**src/rtl/digital_clock_ctrl_if.sv**
```systemverilog
// Bundles the button, time-source and display/load signals of digital_clock_ctrl.
// master = environment (buttons + datapath), slave = the controller.
interface digital_clock_ctrl_if;
  logic       btn_mode;
  logic       btn_inc;
  logic       sec_pulse;
  logic [4:0] cur_hours;
  logic [5:0] cur_minutes;
  logic       load_en;
  logic [4:0] load_hours;
  logic [5:0] load_minutes;
  logic [5:0] load_seconds;
  logic [1:0] edit_field;
  logic       blink;
  logic [4:0] disp_hours;
  logic [5:0] disp_minutes;
  logic       alarm_ring;

  modport master (
    output btn_mode, btn_inc, sec_pulse, cur_hours, cur_minutes,
    input  load_en, load_hours, load_minutes, load_seconds,
    input  edit_field, blink, disp_hours, disp_minutes, alarm_ring
  );

  modport slave (
    input  btn_mode, btn_inc, sec_pulse, cur_hours, cur_minutes,
    output load_en, load_hours, load_minutes, load_seconds,
    output edit_field, blink, disp_hours, disp_minutes, alarm_ring
  );
endinterface

```
**src/rtl/digital_clock_ctrl.sv**
```systemverilog
// Time-setting controller for a digital clock: mode/inc buttons, edit timeout, blink, load strobe.
// Optional alarm setting and ringing is built when DIGITAL_CLOCK_CTRL_ALARM_EN is defined.
module digital_clock_ctrl #(
  parameter int MAX_HOURS   = 23,
  parameter int MAX_MINUTES = 59,
  parameter int TIMEOUT_S   = 10
) (
  input logic clk,
  input logic reset,
  digital_clock_ctrl_if.slave bus
);

  localparam logic [2:0] RUN     = 3'd0;
  localparam logic [2:0] SET_HR  = 3'd1;
  localparam logic [2:0] SET_MIN = 3'd2;
  localparam logic [2:0] COMMIT  = 3'd3;
`ifdef DIGITAL_CLOCK_CTRL_ALARM_EN
  localparam logic [2:0] ALARM_HR  = 3'd4;
  localparam logic [2:0] ALARM_MIN = 3'd5;
`endif

  localparam logic [4:0] HOUR_LAST = 5'(MAX_HOURS);
  localparam logic [5:0] MIN_LAST  = 6'(MAX_MINUTES);
  localparam logic [7:0] IDLE_LAST = 8'(TIMEOUT_S - 1);

  logic [2:0] state;
  logic [2:0] state_next;
  logic       mode_prev;
  logic       inc_prev;
  logic       mode_edge;
  logic       inc_edge;
  logic       inc_only;
  logic       any_edge;
  logic       in_edit;
  logic       next_in_edit;
  logic [7:0] idle_cnt;
  logic [4:0] edit_hours;
  logic [5:0] edit_minutes;

  assign mode_edge = bus.btn_mode & ~mode_prev;
  assign inc_edge  = bus.btn_inc & ~inc_prev;
  assign inc_only  = inc_edge & ~mode_edge;
  assign any_edge  = mode_edge | inc_edge;

`ifdef DIGITAL_CLOCK_CTRL_ALARM_EN
  assign in_edit      = (state == SET_HR) || (state == SET_MIN) ||
                        (state == ALARM_HR) || (state == ALARM_MIN);
  assign next_in_edit = (state_next == SET_HR) || (state_next == SET_MIN) ||
                        (state_next == ALARM_HR) || (state_next == ALARM_MIN);
`else
  assign in_edit      = (state == SET_HR) || (state == SET_MIN);
  assign next_in_edit = (state_next == SET_HR) || (state_next == SET_MIN);
`endif

  always_ff @(posedge clk or posedge reset) begin
    if (reset) begin
      mode_prev <= 1'b0;
      inc_prev  <= 1'b0;
    end else begin
      mode_prev <= bus.btn_mode;
      inc_prev  <= bus.btn_inc;
    end
  end

  // Mode edge always advances; idle timeout in an edit state overrides back to RUN.
  always_comb begin
    state_next = state;
    case (state)
      RUN:     if (mode_edge) state_next = SET_HR;
      SET_HR:  if (mode_edge) state_next = SET_MIN;
      SET_MIN: if (mode_edge) state_next = COMMIT;
`ifdef DIGITAL_CLOCK_CTRL_ALARM_EN
      COMMIT:    state_next = ALARM_HR;
      ALARM_HR:  if (mode_edge) state_next = ALARM_MIN;
      ALARM_MIN: if (mode_edge) state_next = RUN;
`else
      COMMIT:    state_next = RUN;
`endif
      default:   state_next = RUN;
    endcase
    if (in_edit && !any_edge && bus.sec_pulse && (idle_cnt >= IDLE_LAST))
      state_next = RUN;
  end

  always_ff @(posedge clk or posedge reset) begin
    if (reset) begin
      state <= RUN;
    end else begin
      state <= state_next;
    end
  end

  always_ff @(posedge clk or posedge reset) begin
    if (reset) begin
      idle_cnt <= 8'd0;
    end else if (!in_edit || any_edge) begin
      idle_cnt <= 8'd0;
    end else if (bus.sec_pulse) begin
      idle_cnt <= (idle_cnt >= IDLE_LAST) ? 8'd0 : idle_cnt + 8'd1;
    end
  end

  always_ff @(posedge clk or posedge reset) begin
    if (reset) begin
      edit_hours   <= 5'd0;
      edit_minutes <= 6'd0;
    end else if ((state == RUN) && mode_edge) begin
      edit_hours   <= bus.cur_hours;
      edit_minutes <= bus.cur_minutes;
    end else if ((state == SET_HR) && inc_only) begin
      edit_hours <= (edit_hours >= HOUR_LAST) ? 5'd0 : edit_hours + 5'd1;
    end else if ((state == SET_MIN) && inc_only) begin
      edit_minutes <= (edit_minutes >= MIN_LAST) ? 6'd0 : edit_minutes + 6'd1;
    end
  end

  // Outputs are registered from the next state so they line up with the state they describe.
  always_ff @(posedge clk or posedge reset) begin
    if (reset) begin
      bus.load_en      <= 1'b0;
      bus.load_hours   <= 5'd0;
      bus.load_minutes <= 6'd0;
      bus.load_seconds <= 6'd0;
      bus.edit_field   <= 2'd0;
      bus.blink        <= 1'b0;
    end else begin
      bus.load_en      <= (state_next == COMMIT);
      bus.load_hours   <= (state_next == COMMIT) ? edit_hours : 5'd0;
      bus.load_minutes <= (state_next == COMMIT) ? edit_minutes : 6'd0;
      bus.load_seconds <= 6'd0;
      case (state_next)
        SET_HR:    bus.edit_field <= 2'd1;
        SET_MIN:   bus.edit_field <= 2'd2;
`ifdef DIGITAL_CLOCK_CTRL_ALARM_EN
        ALARM_HR:  bus.edit_field <= 2'd1;
        ALARM_MIN: bus.edit_field <= 2'd2;
`endif
        default:   bus.edit_field <= 2'd0;
      endcase
      if ((state_next != state) || !next_in_edit)
        bus.blink <= 1'b0;
      else if (bus.sec_pulse)
        bus.blink <= ~bus.blink;
    end
  end

`ifdef DIGITAL_CLOCK_CTRL_ALARM_EN
  logic [4:0] alarm_hours;
  logic [5:0] alarm_minutes;
  logic       armed;
  logic       ring_ack;
  logic       alarm_match;

  assign alarm_match = armed && (bus.cur_hours == alarm_hours) &&
                       (bus.cur_minutes == alarm_minutes);

  always_ff @(posedge clk or posedge reset) begin
    if (reset) begin
      alarm_hours   <= 5'd0;
      alarm_minutes <= 6'd0;
      armed         <= 1'b0;
    end else begin
      if ((state == ALARM_HR) && inc_only)
        alarm_hours <= (alarm_hours >= HOUR_LAST) ? 5'd0 : alarm_hours + 5'd1;
      if ((state == ALARM_MIN) && inc_only)
        alarm_minutes <= (alarm_minutes >= MIN_LAST) ? 6'd0 : alarm_minutes + 6'd1;
      if ((state == ALARM_MIN) && mode_edge)
        armed <= 1'b1;
    end
  end

  // ring_ack remembers a silenced ring so it stays quiet for the rest of the matching minute.
  always_ff @(posedge clk or posedge reset) begin
    if (reset) begin
      bus.alarm_ring <= 1'b0;
      ring_ack       <= 1'b0;
    end else begin
      if (!alarm_match)
        ring_ack <= 1'b0;
      else if ((state == RUN) && inc_edge)
        ring_ack <= 1'b1;
      if ((state != RUN) || !alarm_match || inc_edge)
        bus.alarm_ring <= 1'b0;
      else if (!ring_ack)
        bus.alarm_ring <= 1'b1;
    end
  end
`else
  assign bus.alarm_ring = 1'b0;
`endif

  always_comb begin
    bus.disp_hours   = bus.cur_hours;
    bus.disp_minutes = bus.cur_minutes;
    case (state)
      SET_HR, SET_MIN: begin
        bus.disp_hours   = edit_hours;
        bus.disp_minutes = edit_minutes;
      end
`ifdef DIGITAL_CLOCK_CTRL_ALARM_EN
      ALARM_HR, ALARM_MIN: begin
        bus.disp_hours   = alarm_hours;
        bus.disp_minutes = alarm_minutes;
      end
`endif
      default: begin
        bus.disp_hours   = bus.cur_hours;
        bus.disp_minutes = bus.cur_minutes;
      end
    endcase
  end

endmodule

```
**src/flat_wrapper.sv**
```systemverilog
// flat-port wrapper written by rule: the top's interface ports become plain ports
module digital_clock_ctrl_flat 
#(
  parameter int MAX_HOURS   = 23,
  parameter int MAX_MINUTES = 59,
  parameter int TIMEOUT_S   = 10
)
  (clk, reset, bus_btn_mode, bus_btn_inc, bus_sec_pulse, bus_cur_hours, bus_cur_minutes, bus_load_en, bus_load_hours, bus_load_minutes, bus_load_seconds, bus_edit_field, bus_blink, bus_disp_hours, bus_disp_minutes, bus_alarm_ring);
  digital_clock_ctrl_if bus_i ();
  input logic clk;
  input logic reset;
  input wire logic [$bits(bus_i.btn_mode)-1:0] bus_btn_mode;
  input wire logic [$bits(bus_i.btn_inc)-1:0] bus_btn_inc;
  input wire logic [$bits(bus_i.sec_pulse)-1:0] bus_sec_pulse;
  input wire logic [$bits(bus_i.cur_hours)-1:0] bus_cur_hours;
  input wire logic [$bits(bus_i.cur_minutes)-1:0] bus_cur_minutes;
  output wire logic [$bits(bus_i.load_en)-1:0] bus_load_en;
  output wire logic [$bits(bus_i.load_hours)-1:0] bus_load_hours;
  output wire logic [$bits(bus_i.load_minutes)-1:0] bus_load_minutes;
  output wire logic [$bits(bus_i.load_seconds)-1:0] bus_load_seconds;
  output wire logic [$bits(bus_i.edit_field)-1:0] bus_edit_field;
  output wire logic [$bits(bus_i.blink)-1:0] bus_blink;
  output wire logic [$bits(bus_i.disp_hours)-1:0] bus_disp_hours;
  output wire logic [$bits(bus_i.disp_minutes)-1:0] bus_disp_minutes;
  output wire logic [$bits(bus_i.alarm_ring)-1:0] bus_alarm_ring;
  assign bus_i.btn_mode = bus_btn_mode;
  assign bus_i.btn_inc = bus_btn_inc;
  assign bus_i.sec_pulse = bus_sec_pulse;
  assign bus_i.cur_hours = bus_cur_hours;
  assign bus_i.cur_minutes = bus_cur_minutes;
  assign bus_load_en = bus_i.load_en;
  assign bus_load_hours = bus_i.load_hours;
  assign bus_load_minutes = bus_i.load_minutes;
  assign bus_load_seconds = bus_i.load_seconds;
  assign bus_edit_field = bus_i.edit_field;
  assign bus_blink = bus_i.blink;
  assign bus_disp_hours = bus_i.disp_hours;
  assign bus_disp_minutes = bus_i.disp_minutes;
  assign bus_alarm_ring = bus_i.alarm_ring;
  digital_clock_ctrl #(.MAX_HOURS(MAX_HOURS), .MAX_MINUTES(MAX_MINUTES), .TIMEOUT_S(TIMEOUT_S)) u_core (.clk(clk), .reset(reset), .bus(bus_i));
endmodule
```
**config.mk**
```make
export PLATFORM = sky130hd
export DESIGN_NAME = digital_clock_ctrl_flat
export DESIGN_NICKNAME = d
export VERILOG_FILES = /design/src/rtl/digital_clock_ctrl_if.sv /design/src/rtl/digital_clock_ctrl.sv /design/src/flat_wrapper.sv
export SDC_FILE = /design/constraint.sdc
export NUM_CORES = 1
export LEC_CHECK = 0
export ABC_CLOCK_PERIOD_IN_PS = 1700
export CORE_ASPECT_RATIO = 0.8
export CORE_UTILIZATION = 45
export DETAILED_ROUTE_END_ITERATION = 7
export PLACE_DENSITY = 0.76
export SETUP_SLACK_MARGIN = 0.05
export SYNTH_ARGS = -nofsm -noshare
export SYNTH_HDL_FRONTEND = slang
export SYNTH_SLANG_ARGS = --single-unit
```
**constraint.sdc**
```tcl
create_clock -name clk -period 1.7 [get_ports clk]
set_input_delay 0.34 -clock clk [delete_from_list [all_inputs] [get_ports clk]]
set_output_delay 0.34 -clock clk [all_outputs]
set_load 0.02 [all_outputs]
```
* After elaboration in Yosys (flattened, before gate mapping)
Index checks and enable logic that the tools add are counted.
W data, S select, Z words.
** Word-level totals
- Flip-flop bits (word level) :: 39
- Input bits :: 16
** Operators by class
- Add/subtract/negate cells :: 3
- Order comparisons :: 3
- Eq/ne operators :: 7
- Muxes and demuxes :: 22
- Bitwise operators :: 8
- Reductions and logical operators :: 20
** Operators with widths (number)
- $mux W6 :: 6
- $mux W5 :: 5
- $mux W8 :: 3
- $mux W3 :: 4
- $eq A3 B2 Y1 const B :: 3
- $pmux W3 S3 :: 1
- $add A8 B1 Y8 const B :: 1
- $ge A8 B4 Y1 const B :: 1
- $reduce_bool A2 Y1 :: 4
- $add A6 B1 Y6 const B :: 1
- $eq A3 B1 Y1 const B :: 2
- $ge A6 B6 Y1 const B :: 1
- $logic_and A1 B1 Y1 :: 6
- $add A5 B1 Y5 const B :: 1
- $ge A5 B5 Y1 const B :: 1
- $logic_or A1 B1 Y1 :: 4
- $not A1 Y1 :: 4
- $pmux W2 S2 :: 1
- $and A1 B1 Y1 :: 3
- $logic_not A1 Y1 :: 3
- $logic_not A3 Y1 :: 1
- $ne A3 B3 Y1 :: 1
- $mux W1 :: 2
- $ne A2 B1 Y1 const B :: 1
- other kinds (3) :: 3

* Longest topological paths before layout
- Word-level depth :: 13
- Gate-level depth with buffers :: 6
- Gate-level depth less buffers :: 6

* Least setup slack after synthesis
OpenSTA, ideal clock, no wires.
- Path kind :: register -> output
- From :: register u_core.state[1]
- To :: output bus_disp_minutes[5]
- Data arrival time :: 1.663 ns
- Required time :: 1.360 ns
- Path slack :: -0.303 ns
- Stages on the path, launching flop included :: 6
- Buffers on the path :: 2
- Cells stage by stage :: dfrtp_1 buf_6 xnor2_1 nor2_1 buf_2 o21ai_0
** Between the ends
- Longest elaborated chain between the ends :: 3
- Elaborated cells on any way between the ends :: 4
** Ends and longest elaborated chain
- start: declaration :: line digital_clock_ctrl.sv:26 : logic [2:0] state;
- start signal: assignment :: line digital_clock_ctrl.sv:89 : state <= state_next;
- $eq A3 B2 Y1 or $eq A3 B1 Y1 (tied branches) :: line digital_clock_ctrl.sv:195 : case (state)
- $reduce_or A2 Y1 (*) :: line digital_clock_ctrl.sv:195
- $mux W6 (*) :: line digital_clock_ctrl.sv:195
- end: declaration :: line flat_wrapper.sv:24 : output wire logic [$bits(bus_i.disp_minutes)-1:0] bus_disp_minutes;
Every way passes the cells marked *; elsewhere a longest branch is shown, timed or not.

* Final worst setup path
- From :: register u_core.state[0]
- To :: output bus_disp_minutes[0]
The elaborated chain is that of the path after synthesis.

==> metrics.md <==
| Metric | Value |
|---|---|
| Status | finished with violations |
| Violated checks | setup timing |
| DRT iter0 DRCs | 216 |
| FP Rows | 21 |
| Post-Route WL | 5750 µm |
| H-tree depth | 2 |
| Lkg Pwr | 1.56 nW |
| Root buf cell | clkbuf_8 |
| Final cell count without fillers | 365 |
| End of the worst register-to-register path | u_core.edit_minutes[5]$_DFFE_PP0P_ |
| GPL Wtd Cong | 0.803 |
| Fin. Hold Viols | 0 |
| Synth Cell Area | 2110 µm² |
| Synth cell types | 52 |
| Max Cap Viol | 0 |
| Period Utilization, post-route | 1.16 |
| CP max stage delay | 0.44 ns |
| Final Skew | 0.00227 ns |
| Total power | 0.00292 W |
| WL/cell | 15.7 µm |
| Syn avg cell area | 10.1 µm² |
| Cell Pwr Density | 875 nW/µm² |
| Vias/cell | 5.37 |
| Register-to-register setup slack | -0.11 ns |
| Clock slew at reported path FFs | 0.07 ns |
| Data required time of the worst path | 1.36 ns |
| Final-stage net count | 328 |
| Commonest non-fill, non-tap cell in the layout | buf_4 |
| Cell Chain, Critical Path | xnor2_4, nor2_4, buf_8, mux2_4, buf_6 |
| WS Path Type | register to primary output |
| Worst R2R Path Depth | 5 |
| Share of layout cells above drive strength 1 | 0.386 |
| Post-Place Cells | 347 |
| Post-DP Area | 2980 µm² |
| Clock latency on the worst-skew pair | 0.29 ns |
| Worst Setup End Kind | primary output |
| DRC viols | 0 |
| Worst Hold Class | input pin to register |
| Setup slack after layout | -0.273 ns |
| Pre-CTS setup slack | -0.417 ns |
| Count of input and output buffers | 41 |
| Largest net degree at the start of global routing | 40 |
| Launch point of the worst path | u_core.state[0]$_DFF_PP0_ |
| Core Region | 4340 µm² |
| FF+latch count, synth | 39 |
| Cells after Synth | 208 |
| Worst reg2reg path startpoint | u_core.state[1]$_DFF_PP0_ |
| Delay-heaviest family, CP | flip-flops |
| Die area | 4970 µm² |
| Area growth syn-to-layout | 58.1% |
| CP Capture Point | bus_disp_minutes[0] |
| GRT Overall Usage | 0.242 |
| Final Max Slew Viols | 0 |
| First-pass GRT wire length | 9320 µm |
| Final Critical Period | 1.97 ns |
| Via count | 1961 |
| DRT Pass-1 Iters | 4 |
| CTS tree | done |
| # setup viols final | 13 |
| Dpl hpwl | 3680 µm |
| Ant diodes | 0 |
| Startpoint type of the worst setup path | register |
| Commonest non-fill, non-tap cells in the layout | buf_4, dfrtp_1, clkdlybuf4s50_1, buf_6, a21oi_1 |
| Clock Path Buffers | 2 |
| Peak VDD IR | 0.493 mV |
| RSZ-0062 raised after global routing | true |
| Chip width | 78.6 µm |
| Sequential element share of the synthesized area | 0.463 |
| Chip height | 63.2 µm |
| GRT met2 Usage | 0.407 |
| CP Buf/Inv Count | 2 |
| Initial core utilization | 0.487 |
| CP Data Arrival Time | 1.63 ns |
| Worst hold margin | 0.282 ns |
| Critical Path Stages | 5 |
| Clock buffer count from CTS | 5 |
| M1 GR Usage | 0.317 |
| Initial antenna violation count | 0 |
| Most Crowded Layer GR | met2 |
| Clock Sinks | 39 |
| Slowest CP cell | dfrtp_2 |
| IO Pins | 49 |
| Grt met3 use | 0.0406 |
| Fmax | 0.507 GHz |
| Final Instance Area | 3340 µm² |
| Vias in the first global route | 1988 |
| Remaining Overflow, GRT | 0 |
| Worst-path maximum fanout | 6 |
| Antenna Nets Post-Route | 0 |
| YS warnings | 0 |
==> worst min path at each step <==
| stage | cells past startpoint | endpoint | slack, ns | startpoint |
|---|---|---|---|---|
| 5_1_grt | 2 | u_core.inc_prev$_DFF_PP0_ | 0.31 | bus_btn_inc |
| 2_1_floorplan | 0 | u_core.inc_prev$_DFF_PP0_ | 0.37 | bus_btn_inc |
| 3_5_place_dp | 1 | u_core.idle_cnt[7]$_DFFE_PP0P_ | 0.49 | u_core.idle_cnt[7]$_DFFE_PP0P_ |
| 4_1_cts | 3 | u_core.edit_hours[3]$_DFFE_PP0P_ | 0.42 | reset |
| 6_report | 2 | u_core.inc_prev$_DFF_PP0_ | 0.28 | bus_btn_inc |
| 3_3_place_gp | 1 | u_core.idle_cnt[7]$_DFFE_PP0P_ | 0.48 | u_core.idle_cnt[7]$_DFFE_PP0P_ |
==> sequential cells by signal (all words and copies together), names as in the netlist <==
name / count
u_core.bus.load_hours: 5
u_core.bus.edit_field: 2
u_core.state: 3
u_core.mode_prev: 1
u_core.bus.blink: 1
u_core.inc_prev: 1
u_core.bus.load_minutes: 6
u_core.edit_hours: 5
u_core.bus.load_en: 1
u_core.edit_minutes: 6
u_core.idle_cnt: 8
==> report_power, final <==
part | switching (W) | total (W) | internal, W
Clock | 0.000331 | 0.000806 | 0.000475
Sequential | 0.000127 | 0.00116 | 0.00103
Combinational | 0.000480 | 0.000951 | 0.000471
==> cell families (layout without fill, tap and decap cells) <==
kind of cell             count (synthesis)  in the layout  synth area share
multiplexers                            13             13            0.0682
flip-flops                              39             39             0.463
buffers and inverters                   28            121            0.0700
other                                    1              8           0.00178
AND/OR/NAND/NOR                         73             73             0.202
adder cells (fa/ha/maj)                  5              5            0.0297
AO/OA/AOI/OAI                           47             47             0.158
XOR/XNOR                                 2              2           0.00831
==> final cells by class <==
class | count | area [µm²]
well taps | 57 | 71.3
clock buffers | 6 | 82.6
inverters | 13 | 48.8
fillers | 275 | 1000
clock inverters | 2 | 35.0
repair buffers | 100 | 910
multi-input cells | 148 | 1210
flip-flops and latches | 39 | 978
==> synth_stat cells (all sizes together) <==
cell type  count  share of area
nand2         10          0.018
a22oi          2         0.0071
or3b           2         0.0095
conb           1         0.0018
dfrtp         39           0.46
a21oi         17          0.040
a31oi          1         0.0030
mux2          11          0.059
o32a           1         0.0047
and3           5          0.015
or4            1         0.0036
a211oi         3          0.013
o41ai          1         0.0077
nor3b          2         0.0071
o2111a         1         0.0053
o21ai          3         0.0071
xnor2          2         0.0083
and2b          1         0.0036
nand4          3         0.0089
and4b          1         0.0047
nand2b         1         0.0030
a221oi         3          0.012
nand3         13          0.031
o2111ai        1         0.0042
nand3b         1         0.0036
clkbuf         4         0.0071
nor2b          4          0.012
a22o           1         0.0042
and2           7          0.021
nand4b         1         0.0042
buf           11          0.040
nor4           6          0.025
nor2          11          0.021
a2bb2oi        1         0.0071
ha             5          0.030
a32oi          1         0.0042
nor3           1         0.0024
mux2i          2         0.0095
or2b           1         0.0036
or2            2         0.0059
o22ai          4          0.012
a21o           4          0.014
a211o          1         0.0042
inv           13          0.023
o211ai         2         0.0071
==> worst reg2reg max path: stages, from the launching register on <==
cell and delay [ns]:
dfrtp_2 0.44, buf_4 0.17, or3b_4 0.45, o32a_1 0.33
a211oi_2 0.17, a2bb2oi_2 0.17
==> stage by stage <==
step | TNS, ns | utilization
4_1_cts | -3.50 | 0.761
2_1_floorplan | 0 | -
3_3_place_gp | -9.00 | 0.688
3_5_place_dp | -10.16 | 0.688
5_1_grt | -3.96 | 0.769
6_report | -3.11 | 0.769
==> routing by layer <==
layer  wire, µm  up-vias
met3        258       12
li1           -      937
met2       2820       70
met4         85        0
met5          0        -
met1       2580      942
==> repair_timing <==
| item | CTS | global route |
|---|---|---|
| gates cloned | 1 | 0 |
| pin swaps | 13 | 10 |
| gates resized for setup | 93 | 12 |
| hold buffers | 0 | 0 |
| setup endpoints to repair | 26 | 31 |
| setup buffers | 8 | 4 |
Note: power is estimated with default switching activity, not from simulation.
